## config.mk

```make
export PLATFORM = sky130hd
export DESIGN_NAME = winewhite_bnn_sched_flat
export DESIGN_NICKNAME = d
export VERILOG_FILES = /design/src/rtl/winewhite_bnn_sched_pkg.sv /design/src/rtl/winewhite_bnn_sched_if.sv /design/src/rtl/winewhite_bnn_sched_rr_arbiter.sv /design/src/rtl/winewhite_bnn_sched.sv /design/src/flat_wrapper.sv
export SDC_FILE = /design/constraint.sdc
export NUM_CORES = 1
export LEC_CHECK = 0
export CAP_MARGIN = 20
export CORE_AREA = 2 2 91 93
export CTS_BUF_LIST = sky130_fd_sc_hd__clkbuf_8
export DETAILED_ROUTE_END_ITERATION = 8
export DIE_AREA = 0 0 93 95
export GPL_ROUTABILITY_DRIVEN = 0
export PLACE_DENSITY = 0.9
export SETUP_SLACK_MARGIN = 0.3
export SYNTH_ARGS = -nofsm -noshare
export SYNTH_HDL_FRONTEND = slang
export SYNTH_SLANG_ARGS = --single-unit
```

## constraint.sdc

```tcl
create_clock -name clk -period 3 [get_ports clk]
set_clock_uncertainty 0.2 [all_clocks]
set_input_delay 0.9 -clock clk [delete_from_list [all_inputs] [get_ports clk]]
set_output_delay 0.9 -clock clk [all_outputs]
set_load 0.1 [all_outputs]
```

## src/rtl/winewhite_bnn_sched_pkg.sv

```systemverilog
// Shared definitions for the winewhite BNN request scheduler: dataset defaults
// and the scheduler FSM encoding.
package bnn_sched_pkg;

    localparam int FEAT_CNT_DEF   = 11;
    localparam int FEAT_BITS_DEF  = 4;
    localparam int CLASS_CNT_DEF  = 7;
    localparam int REQ_CNT_DEF    = 2;
    localparam int SETTLE_CYC_DEF = 2;

    typedef enum logic [1:0] {
        ST_IDLE   = 2'd0,
        ST_SETTLE = 2'd1,
        ST_HOLD   = 2'd2
    } sched_state_e;

    // Counter width able to hold SETTLE_CYC-1, never narrower than one bit.
    function automatic int settle_cnt_bits(input int settle_cyc);
        return (settle_cyc > 1) ? $clog2(settle_cyc) : 1;
    endfunction

endpackage

```

## src/rtl/winewhite_bnn_sched_if.sv

```systemverilog
// Request/response/core bus of the winewhite BNN scheduler; the block side uses
// the slave modport, requesters/consumer/core use the master modport.
interface winewhite_bnn_sched_if
    import bnn_sched_pkg::*;
#(
    parameter int REQ_CNT   = REQ_CNT_DEF,
    parameter int FEAT_CNT  = FEAT_CNT_DEF,
    parameter int FEAT_BITS = FEAT_BITS_DEF,
    parameter int CLASS_CNT = CLASS_CNT_DEF
);
    localparam int VW = FEAT_CNT * FEAT_BITS;
    localparam int CW = $clog2(CLASS_CNT);
    localparam int IW = $clog2(REQ_CNT);

    logic [REQ_CNT-1:0]    req_valid;
    logic [REQ_CNT-1:0]    req_ready;
    logic [REQ_CNT*VW-1:0] req_features;
    logic [VW-1:0]         core_features;
    logic [CW-1:0]         core_prediction;
    logic                  resp_valid;
    logic                  resp_ready;
    logic [IW-1:0]         resp_id;
    logic [CW-1:0]         resp_class;
    logic [15:0]           done_cnt;

    modport slave (
        input  req_valid, req_features, core_prediction, resp_ready,
        output req_ready, core_features, resp_valid, resp_id, resp_class, done_cnt
    );

    modport master (
        output req_valid, req_features, core_prediction, resp_ready,
        input  req_ready, core_features, resp_valid, resp_id, resp_class, done_cnt
    );

endinterface

```

## src/rtl/winewhite_bnn_sched_rr_arbiter.sv

```systemverilog
// Round-robin selector: picks the first active request scanning upward from
// the requester after last_grant, wrapping modulo N.
module rr_arbiter #(
    parameter int N  = 2,
    parameter int IW = $clog2(N)
) (
    input  logic [N-1:0]  req,
    input  logic [IW-1:0] last_grant,
    output logic [N-1:0]  grant,
    output logic [IW-1:0] idx,
    output logic          any
);

    always_comb begin
        // NOTE: every output gets a default before the loop so no path leaves
        // a value unassigned and no latch is inferred.
        grant = '0;
        idx   = '0;
        any   = 1'b0;
        for (int off = 1; off <= N; off++) begin
            if (!any && req[(int'(last_grant) + off) % N]) begin
                any = 1'b1;
                idx = IW'((int'(last_grant) + off) % N);
                grant[(int'(last_grant) + off) % N] = 1'b1;
            end
        end
    end

endmodule

```

## src/rtl/winewhite_bnn_sched.sv

```systemverilog
// Schedules vectors from several requesters onto one external combinational
// BNN core: accept one, let the core settle, hold the result until consumed.
module winewhite_bnn_sched
    import bnn_sched_pkg::*;
#(
    parameter int FEAT_CNT   = FEAT_CNT_DEF,
    parameter int FEAT_BITS  = FEAT_BITS_DEF,
    parameter int CLASS_CNT  = CLASS_CNT_DEF,
    parameter int REQ_CNT    = REQ_CNT_DEF,
    parameter int SETTLE_CYC = SETTLE_CYC_DEF
) (
    input  logic                 clk,
    input  logic                 rst,
    winewhite_bnn_sched_if.slave bus
);
    localparam int VW   = FEAT_CNT * FEAT_BITS;
    localparam int CW   = $clog2(CLASS_CNT);
    localparam int IW   = $clog2(REQ_CNT);
    localparam int CNTW = settle_cnt_bits(SETTLE_CYC);

    sched_state_e    state_q, state_d;
    logic [CNTW-1:0] cnt_q;
    logic [IW-1:0]   last_grant_q;
    logic [VW-1:0]   core_features_q;
    logic            resp_valid_q;
    logic [IW-1:0]   resp_id_q;
    logic [CW-1:0]   resp_class_q;
    logic [15:0]     done_cnt_q;

    logic [REQ_CNT-1:0] arb_grant;
    logic [IW-1:0]      arb_idx;
    logic               arb_any;
    logic [REQ_CNT-1:0] req_ready_d;
    logic               accept;
    logic               capture;
    logic               handshake;

    rr_arbiter #(
        .N  (REQ_CNT),
        .IW (IW)
    ) u_arb (
        .req        (bus.req_valid),
        .last_grant (last_grant_q),
        .grant      (arb_grant),
        .idx        (arb_idx),
        .any        (arb_any)
    );

    always_ff @(posedge clk) begin
        if (rst) begin
            state_q <= ST_IDLE;
        end else begin
            state_q <= state_d;
        end
    end

    // The grant is only offered while idle and out of reset, so a requester
    // that drops valid before this point simply never gets picked.
    always_comb begin
        state_d     = state_q;
        req_ready_d = '0;
        accept      = 1'b0;
        capture     = 1'b0;
        handshake   = 1'b0;
        case (state_q)
            ST_IDLE: begin
                if (arb_any && !rst) begin
                    req_ready_d = arb_grant;
                    accept      = 1'b1;
                    state_d     = ST_SETTLE;
                end
            end
            ST_SETTLE: begin
                if (cnt_q == '0) begin
                    capture = 1'b1;
                    state_d = ST_HOLD;
                end
            end
            ST_HOLD: begin
                if (bus.resp_ready) begin
                    handshake = 1'b1;
                    state_d   = ST_IDLE;
                end
            end
            default: state_d = ST_IDLE;
        endcase
    end

    always_ff @(posedge clk) begin
        // NOTE: non-blocking assignments keep every register reading the
        // pre-edge values of the others, independent of statement order.
        if (rst) begin
            cnt_q           <= '0;
            last_grant_q    <= IW'(REQ_CNT - 1);
            core_features_q <= '0;
            resp_valid_q    <= 1'b0;
            resp_id_q       <= '0;
            resp_class_q    <= '0;
            done_cnt_q      <= '0;
        end else begin
            if (accept) begin
                core_features_q <= bus.req_features[int'(arb_idx)*VW +: VW];
                resp_id_q       <= arb_idx;
                last_grant_q    <= arb_idx;
                cnt_q           <= CNTW'(SETTLE_CYC - 1);
            end else if (state_q == ST_SETTLE && cnt_q != '0) begin
                cnt_q <= cnt_q - 1'b1;
            end

            if (capture) begin
                resp_class_q <= bus.core_prediction;
                resp_valid_q <= 1'b1;
            end

            if (handshake) begin
                resp_valid_q <= 1'b0;
                done_cnt_q   <= done_cnt_q + 16'd1;
            end
        end
    end

    assign bus.req_ready     = req_ready_d;
    assign bus.core_features = core_features_q;
    assign bus.resp_valid    = resp_valid_q;
    assign bus.resp_id       = resp_id_q;
    assign bus.resp_class    = resp_class_q;
    assign bus.done_cnt      = done_cnt_q;

endmodule

```

## src/flat_wrapper.sv

```systemverilog
// flat-port wrapper written by rule: the top's interface ports become plain ports
module winewhite_bnn_sched_flat import bnn_sched_pkg::*;
#(
    parameter int FEAT_CNT   = FEAT_CNT_DEF,
    parameter int FEAT_BITS  = FEAT_BITS_DEF,
    parameter int CLASS_CNT  = CLASS_CNT_DEF,
    parameter int REQ_CNT    = REQ_CNT_DEF,
    parameter int SETTLE_CYC = SETTLE_CYC_DEF
)
  (clk, rst, bus_req_valid, bus_req_features, bus_core_prediction, bus_resp_ready, bus_req_ready, bus_core_features, bus_resp_valid, bus_resp_id, bus_resp_class, bus_done_cnt);
  winewhite_bnn_sched_if #(.REQ_CNT(REQ_CNT), .FEAT_CNT(FEAT_CNT), .FEAT_BITS(FEAT_BITS), .CLASS_CNT(CLASS_CNT)) bus_i ();
  input  logic clk;
  input  logic rst;
  input wire logic [$bits(bus_i.req_valid)-1:0] bus_req_valid;
  input wire logic [$bits(bus_i.req_features)-1:0] bus_req_features;
  input wire logic [$bits(bus_i.core_prediction)-1:0] bus_core_prediction;
  input wire logic [$bits(bus_i.resp_ready)-1:0] bus_resp_ready;
  output wire logic [$bits(bus_i.req_ready)-1:0] bus_req_ready;
  output wire logic [$bits(bus_i.core_features)-1:0] bus_core_features;
  output wire logic [$bits(bus_i.resp_valid)-1:0] bus_resp_valid;
  output wire logic [$bits(bus_i.resp_id)-1:0] bus_resp_id;
  output wire logic [$bits(bus_i.resp_class)-1:0] bus_resp_class;
  output wire logic [$bits(bus_i.done_cnt)-1:0] bus_done_cnt;
  assign bus_i.req_valid = bus_req_valid;
  assign bus_i.req_features = bus_req_features;
  assign bus_i.core_prediction = bus_core_prediction;
  assign bus_i.resp_ready = bus_resp_ready;
  assign bus_req_ready = bus_i.req_ready;
  assign bus_core_features = bus_i.core_features;
  assign bus_resp_valid = bus_i.resp_valid;
  assign bus_resp_id = bus_i.resp_id;
  assign bus_resp_class = bus_i.resp_class;
  assign bus_done_cnt = bus_i.done_cnt;
  winewhite_bnn_sched #(.FEAT_CNT(FEAT_CNT), .FEAT_BITS(FEAT_BITS), .CLASS_CNT(CLASS_CNT), .REQ_CNT(REQ_CNT), .SETTLE_CYC(SETTLE_CYC)) u_core (.clk(clk), .rst(rst), .bus(bus_i));
endmodule
```

==> impl_metrics.ini, run 1 <==
[synth]
syn_inst = 320
netlist_area_sq_um = 3060
ys_warn_count = 0
synth_seq_area_share = 0.452
synth-edff-count = 0
syn-num-nets = 417
ys_async_sr_fraction = 0
synthFlopType = dfxtp_1
syn-mean-instance-area_sq_um = 9.55
ys_ff_latch = 69
synthDistinctLibCells = 34

[global_routing]
grt_max_degree = 92
grt_pass1_wl_um = 13100
antenna_found_initial = 0
grt_pass1_vias = 2830
grt_overflow_total = 0
grt_util_all_layers = 0.187

[route]
antenna_left = 0
drtIter0Drc = 64
wl_per_cell_um = 14.7
first_pass_iters = 4
wl_um = 8670
drc = 0
via_count = 2939
via_per_inst = 4.97

[power]
power.density_nw_per_um2 = 624
internal-power_w = 0.00170
switching_share = 0.441
design_power_total_w = 0.00304
share_comb_of_total_power = 0.423
pwr-share-clk = 0.219
leakage_nw = 1.97
p_switching_w = 0.00134
peakVddDrop_uv = 325
seqPwrFrac = 0.358

[cts]
hold_buffers = 0
cts-root-buf = clkbuf_8
cts_made_buffers = 9
cts_tree = done
clkSlewWorstSetupHoldPaths_ns = 0.08
clk_latency_ns = 0.33
htreeDepth = 3
cts_buffer_depth = 2
cts.sinks = 69

[timing]
setup-tns-final_ns = 0
final_max_slew_viol_count = 0
fmax_mhz = 372
period_needed_ns = 2.69
timing.final.crit_share = 0.897
hold_violations = 0
finalSetupViolCount = 0
rsz0062_at_grt = yes
slew_headroom = 0.487
worst_pin_slew_ns = 0.769

[final_layout]
layout_common_cells = 92 x clkdlybuf4s50_1, 75 x buf_4, 69 x dfxtp_1, 50 x o21ai_0, 48 x mux2i_1
fin_nets = 578
final_common_cell = clkdlybuf4s50_1
drive_gt1_frac = 0.224
antenna_cells = 0
areaGrowthSynthToFinish_pct = 59.6

[worst_setup_path]
critical_path_required_ns = 1.90
critPathMaxFanout = 3
cp-start-kind = input pin
critPathArrivalTime_ns = 1.59
end_kind = primary output
crit_type = in -> out

[die]
coreArea_sq_um = 7930
dieArea_sq_um = 8840
rows = 33
ios = 163
die_y_um = 95
start_util = 0.386
die_w_um = 93

[place]
dp_hpwl_um = 6260
portBuffers = 162

[run_status]
status = completed

[hold_path]
min_path_type = reg -> reg

[job]
cap_viol_max_count = 0
routing by layer:
layer	vias to the layer above	part of all wire	track usage
met5	-	0	0
met1	1361	0.40	0.211
met2	105	0.52	0.336
met3	14	0.064	0.0415
met4	0	0.018	0.0846
li1	1459	-	-
state kept, by name, indices dropped and copies added (netlist names):
register	cells
u_core.bus.done_cnt	16
u_core.bus.resp_class	3
u_core.bus.core_features	44
u_core.state_q	2
u_core.bus.resp_valid	1
u_core.cnt_q	1
u_core.bus.resp_id	1
u_core.last_grant_q	1
synth_stat cells (all sizes together) (2+ instances only):
master / instances / area (sq um)
a21oi: 6 / 30.0
mux2: 3 / 33.8
buf: 6 / 32.5
xnor2: 4 / 35.0
nand3: 7 / 35.0
xor2: 4 / 35.0
or3: 4 / 25.0
clkbuf: 17 / 63.8
nand2: 6 / 22.5
nand2b: 4 / 25.0
or4: 2 / 18.8
nand3b: 45 / 350
o21ai: 51 / 255
nor3b: 2 / 15.0
nor2b: 3 / 18.8
inv: 3 / 11.3
mux2i: 48 / 480
and3: 3 / 18.8
nor2: 21 / 78.8
nor3: 3 / 15.0
dfxtp: 69 / 1380
final cells by class:
| class | instances | area, sq um |
|---|---|---|
| clock buffers | 10 | 138 |
| clock inverters | 6 | 38.8 |
| fillers | 692 | 3050 |
| inverters | 3 | 11.3 |
| multi-input cells | 225 | 1610 |
| flip-flops and latches | 69 | 1380 |
| well taps | 105 | 131 |
| repair buffers | 173 | 1570 |
critical path: stages:
cell and delay (ns):
buf_8 0.11, nor3_4 0.19, and3_4 0.22, buf_12 0.17
path summary, 6_finish.rpt:
kind / slack [ns] / end / depth (start not counted) / from
worst max-delay path: 0.31 / bus_req_ready[0] / 4 / rst
worst min-delay path: 0.27 / u_core.bus.resp_valid / 2 / u_core.bus.resp_valid
worst max register to register: 0.94 / u_core.bus.done_cnt[10] / 4 / u_core.state_q[1]
worst min register to register: 0.27 / u_core.bus.resp_valid / 2 / u_core.bus.resp_valid
power by group through the flow:
stage	Clock (W)	Combinational, W	Sequential [W]
4_1_cts	0.000694	0.00129	0.00109
3_3_place_gp	0	0.00127	0.00110
5_1_grt	0.000723	0.00134	0.00110
6_report	0.000666	0.00129	0.00109
2_1_floorplan	0	0.000248	0.00179
3_5_place_dp	0	0.00129	0.00111
kinds of logic (layout without fill, tap and decap cells):
kind of cell               count (synthesis)  after routing  share of synthesized area
AOI/OAI and AO/OA                         60             60                      0.100
xor gates and xnor gates                   8              8                     0.0229
adders and majority gates                  1              1                    0.00409
buffers and inverters                     26            192                     0.0352
DFF                                       69             69                      0.452
muxes                                     51             51                      0.168
and+or+nand+nor                          105            105                      0.217
what timing repair did:
| item | CTS | global route |
|---|---|---|
| setup endpoints to repair | 2 | 2 |
| cloned | 0 | 0 |
| buffers inserted | 2 | 1 |
| pin swaps | 1 | 3 |
| gates resized for setup | 6 | 6 |
stage by stage:
| stage | util | worst slack, ns | area, sq um | hold slack (ns) | instances |
|---|---|---|---|---|---|
| 6_report | 0.615 | 0.310 | 4880 | 0.272 | 591 |
| 5_1_grt | 0.615 | 0.292 | 4880 | 0.320 | 591 |
| 4_1_cts | 0.615 | 0.281 | 4870 | 0.279 | 590 |
| 3_5_place_dp | 0.590 | -0.0546 | 4680 | 0.269 | 572 |
| 3_3_place_gp | 0.590 | -0.00395 | 4680 | 0.260 | 572 |
| 2_1_floorplan | - | 0.232 | 3120 | 0.276 | 320 |
Note: power is estimated with default switching activity, not from simulation.
==> run 2: changes to the inputs <==
Settings changed: ABC_AREA set to 1, CORE_AREA 2 2 91 93 to 2 2 94 96, DIE_AREA 0 0 93 95 to 0 0 96 98, PLACE_DENSITY 0.9 to 0.91.
==> run 2 against run 1 <==
  * Non-clock buffer count is 2 higher
  * Combinational power is 37% higher
  * Critical path depth is 3 higher
  * Design area is 8.0% higher
  * Sequential share of layout area is 2.1 points lower
  * Largest power group unchanged
  * Largest cell class unchanged
  * Clock-buffer cell count stayed put
  * Power is 20% higher
  * Synthesized cell count is 67% higher
  * Worst setup slack worse by 0.073 ns
  * Sequential power is 5% higher
  * Clock power is 15% higher
  * Via count is 30% higher
==> impl_metrics.ini, run 2 <==
[die]
start_util = 0.407
coreArea_sq_um = 8470
dieArea_sq_um = 9410
ios = 163
die_w_um = 96
die_y_um = 98
rows = 34

[global_routing]
busiest_layer = met2
met3_usage = 0.0741
grt_util_met1 = 0.223
grt_max_degree = 60
grt_overflow_total = 0
met2_usage = 0.363
grt_util_all_layers = 0.207
grt_pass1_vias = 3553
antenna_found_initial = 0
grt_pass1_wl_um = 15400

[run_status]
status = completed

[final_layout]
layout_common_cells = 251 x nand2_1, 92 x clkdlybuf4s50_1, 75 x buf_4, 69 x dfxtp_1, 63 x inv_1
areaGrowthSynthToFinish_pct = 52.9
antenna_cells = 0
final_common_cell = nand2_1
fin_nets = 793
drive_gt1_frac = 0.178
largest_register_ff_count = 44

[power]
leakage_nw = 2.71
power.density_nw_per_um2 = 696
design_power_total_w = 0.00367
peakVddDrop_uv = 554

[timing]
timing.final.crit_share = 0.921
fmax_mhz = 362
fin_ws_ns = 0.237
hold_slack_ns = 0.263
finalSetupViolCount = 0
final_max_slew_viol_count = 0
rsz0062_at_grt = yes
hold_violations = 0
slew_headroom = 0.601
worst_pin_slew_ns = 0.598
period_needed_ns = 2.76

[cts]
clk_latency_ns = 0.35
cts_tree = done
cts_buffer_depth = 2
clkSlewWorstSetupHoldPaths_ns = 0.09
cts_made_buffers = 9
htreeDepth = 3
cts.sinks = 69
cts-root-buf = clkbuf_8
hold_buffers = 0

[worst_setup_path]
path_cells = buf_6, buf_6, o21ai_4, nor2_4, nand2_4, clkinvlp_4, buf_12
critPathMaxFanout = 2
critical_path_required_ns = 1.90
crit_path_max_incr_delay_ns = 0.17
end_kind = primary output
path_buf_inv = 4
worst-path-stages = 7
cpMostUsedCell = buf_6
cp-start-kind = input pin
critPathArrivalTime_ns = 1.66
crit_type = in -> out
cp_top_family = buffers and inverters
critical_path.slowest_cell = buf_12
reg2reg_depth = 9

[route]
antenna_left = 0
wl_per_cell_um = 12.0
via_per_inst = 4.72
wl_um = 9680
via_count = 3817
first_pass_iters = 4
drc = 0
drtIter0Drc = 128

[synth]
synthFlopType = dfxtp_1
synth_top_area_cell = dfxtp_1
synth_common_cells = 253 x nand2_1, 69 x dfxtp_1, 64 x inv_1
yosysMostFrequentCell = nand2_1
netlist_area_sq_um = 3450
ys_async_sr_fraction = 0
synth_top_area_frac = 0.401
syn_inst = 535
synthDistinctLibCells = 28
syn-mean-instance-area_sq_um = 6.44
synth_seq_area_share = 0.401
ys_ff_latch = 69
syn-num-nets = 632
ys_warn_count = 0
synth_area_leaders = dfxtp_1 40%, nand2_1 28%, inv_1 7.0%, nand3_1 6.8%, buf_6 2.9%
synth-edff-count = 0

[hold_path]
holdPathStages = 2
min_path_type = reg -> reg

[place]
dp_hpwl_um = 6970
portBuffers = 162
place_ws_ns = -0.153

[job]
cap_viol_max_count = 0
-- run 2: changes by cell type in the layout (fill, tap and decap cells not counted), sizes merged, moves of 7 or more --
cell / previous run / this run
mux2i: 48 / 0
inv: 3 / 66
nor2: 21 / 28
nand2: 6 / 254
nand3: 7 / 58
o21ai: 51 / 9
nand3b: 45 / 0
-- run 2: timing repair --
item	CTS	global route
pin swaps	3	2
setup endpoints to repair	2	1
buffers inserted	2	0
resized for setup	17	0
-- run 2: layout make-up --
class | instances | area [sq um]
Timing Repair Buffer | 175 | 1590
Sequential cell | 69 | 1380
Tap cell | 108 | 135
Fill cell | 734 | 3200
Clock buffer | 10 | 138
Clock inverter | 6 | 62.6
Multi-Input combinational cell | 374 | 1710
Inverter | 67 | 258
-- run 2: metrics by stage --
step	util	cell area, sq um	TNS, ns	std cells
finish	0.622	5270	0	809
global route	0.622	5270	0	809
CTS	0.622	5270	0	809
detailed placement	0.596	5050	-0.274	791
global placement	0.596	5050	-0.246	791
floorplan	-	3530	0	535
-- run 2: worst min-delay path, stage by stage, from the launching register on --
cell	delay (ns)
dfxtp_1	0.32
inv_1	0.05
a211oi_1	0.05
-- run 2: logic make-up (layout without fill, tap and decap cells) --
group	Yosys count	in the layout	share of synthesized area
AND/OR/NAND/NOR	346	346	0.427
buffers and inverters	92	258	0.123
XOR/XNOR	1	1	0.00254
adder cells (fa/ha/maj)	1	1	0.00363
AO/OA/AOI/OAI	26	26	0.0425
flip-flops	69	69	0.401
-- run 2: path summary, 6_finish.rpt --
path                               from                            to  slack (ns)
hold reg to reg   u_core.bus.resp_valid         u_core.bus.resp_valid        0.26
setup / recovery       bus_req_valid[0]              bus_req_ready[1]        0.24
setup reg to reg      u_core.state_q[1]  u_core.bus.core_features[21]        0.99
hold / removal    u_core.bus.resp_valid         u_core.bus.resp_valid        0.26
-- run 2: power by group --
part | internal [W] | switching [W] | total, W
clock network | 0.000403 | 0.000360 | 0.000764
logic | 0.000430 | 0.00134 | 0.00177
registers | 0.00106 | 0.0000797 | 0.00114
total | 0.00189 | 0.00178 | 0.00367
-- run 2: routing by layer --
layer | routed length (um) | vias up
li1 | - | 1944
met1 | 3840 | 1711
met2 | 4850 | 145
met3 | 818 | 17
met4 | 167 | 0
met5 | 0 | -
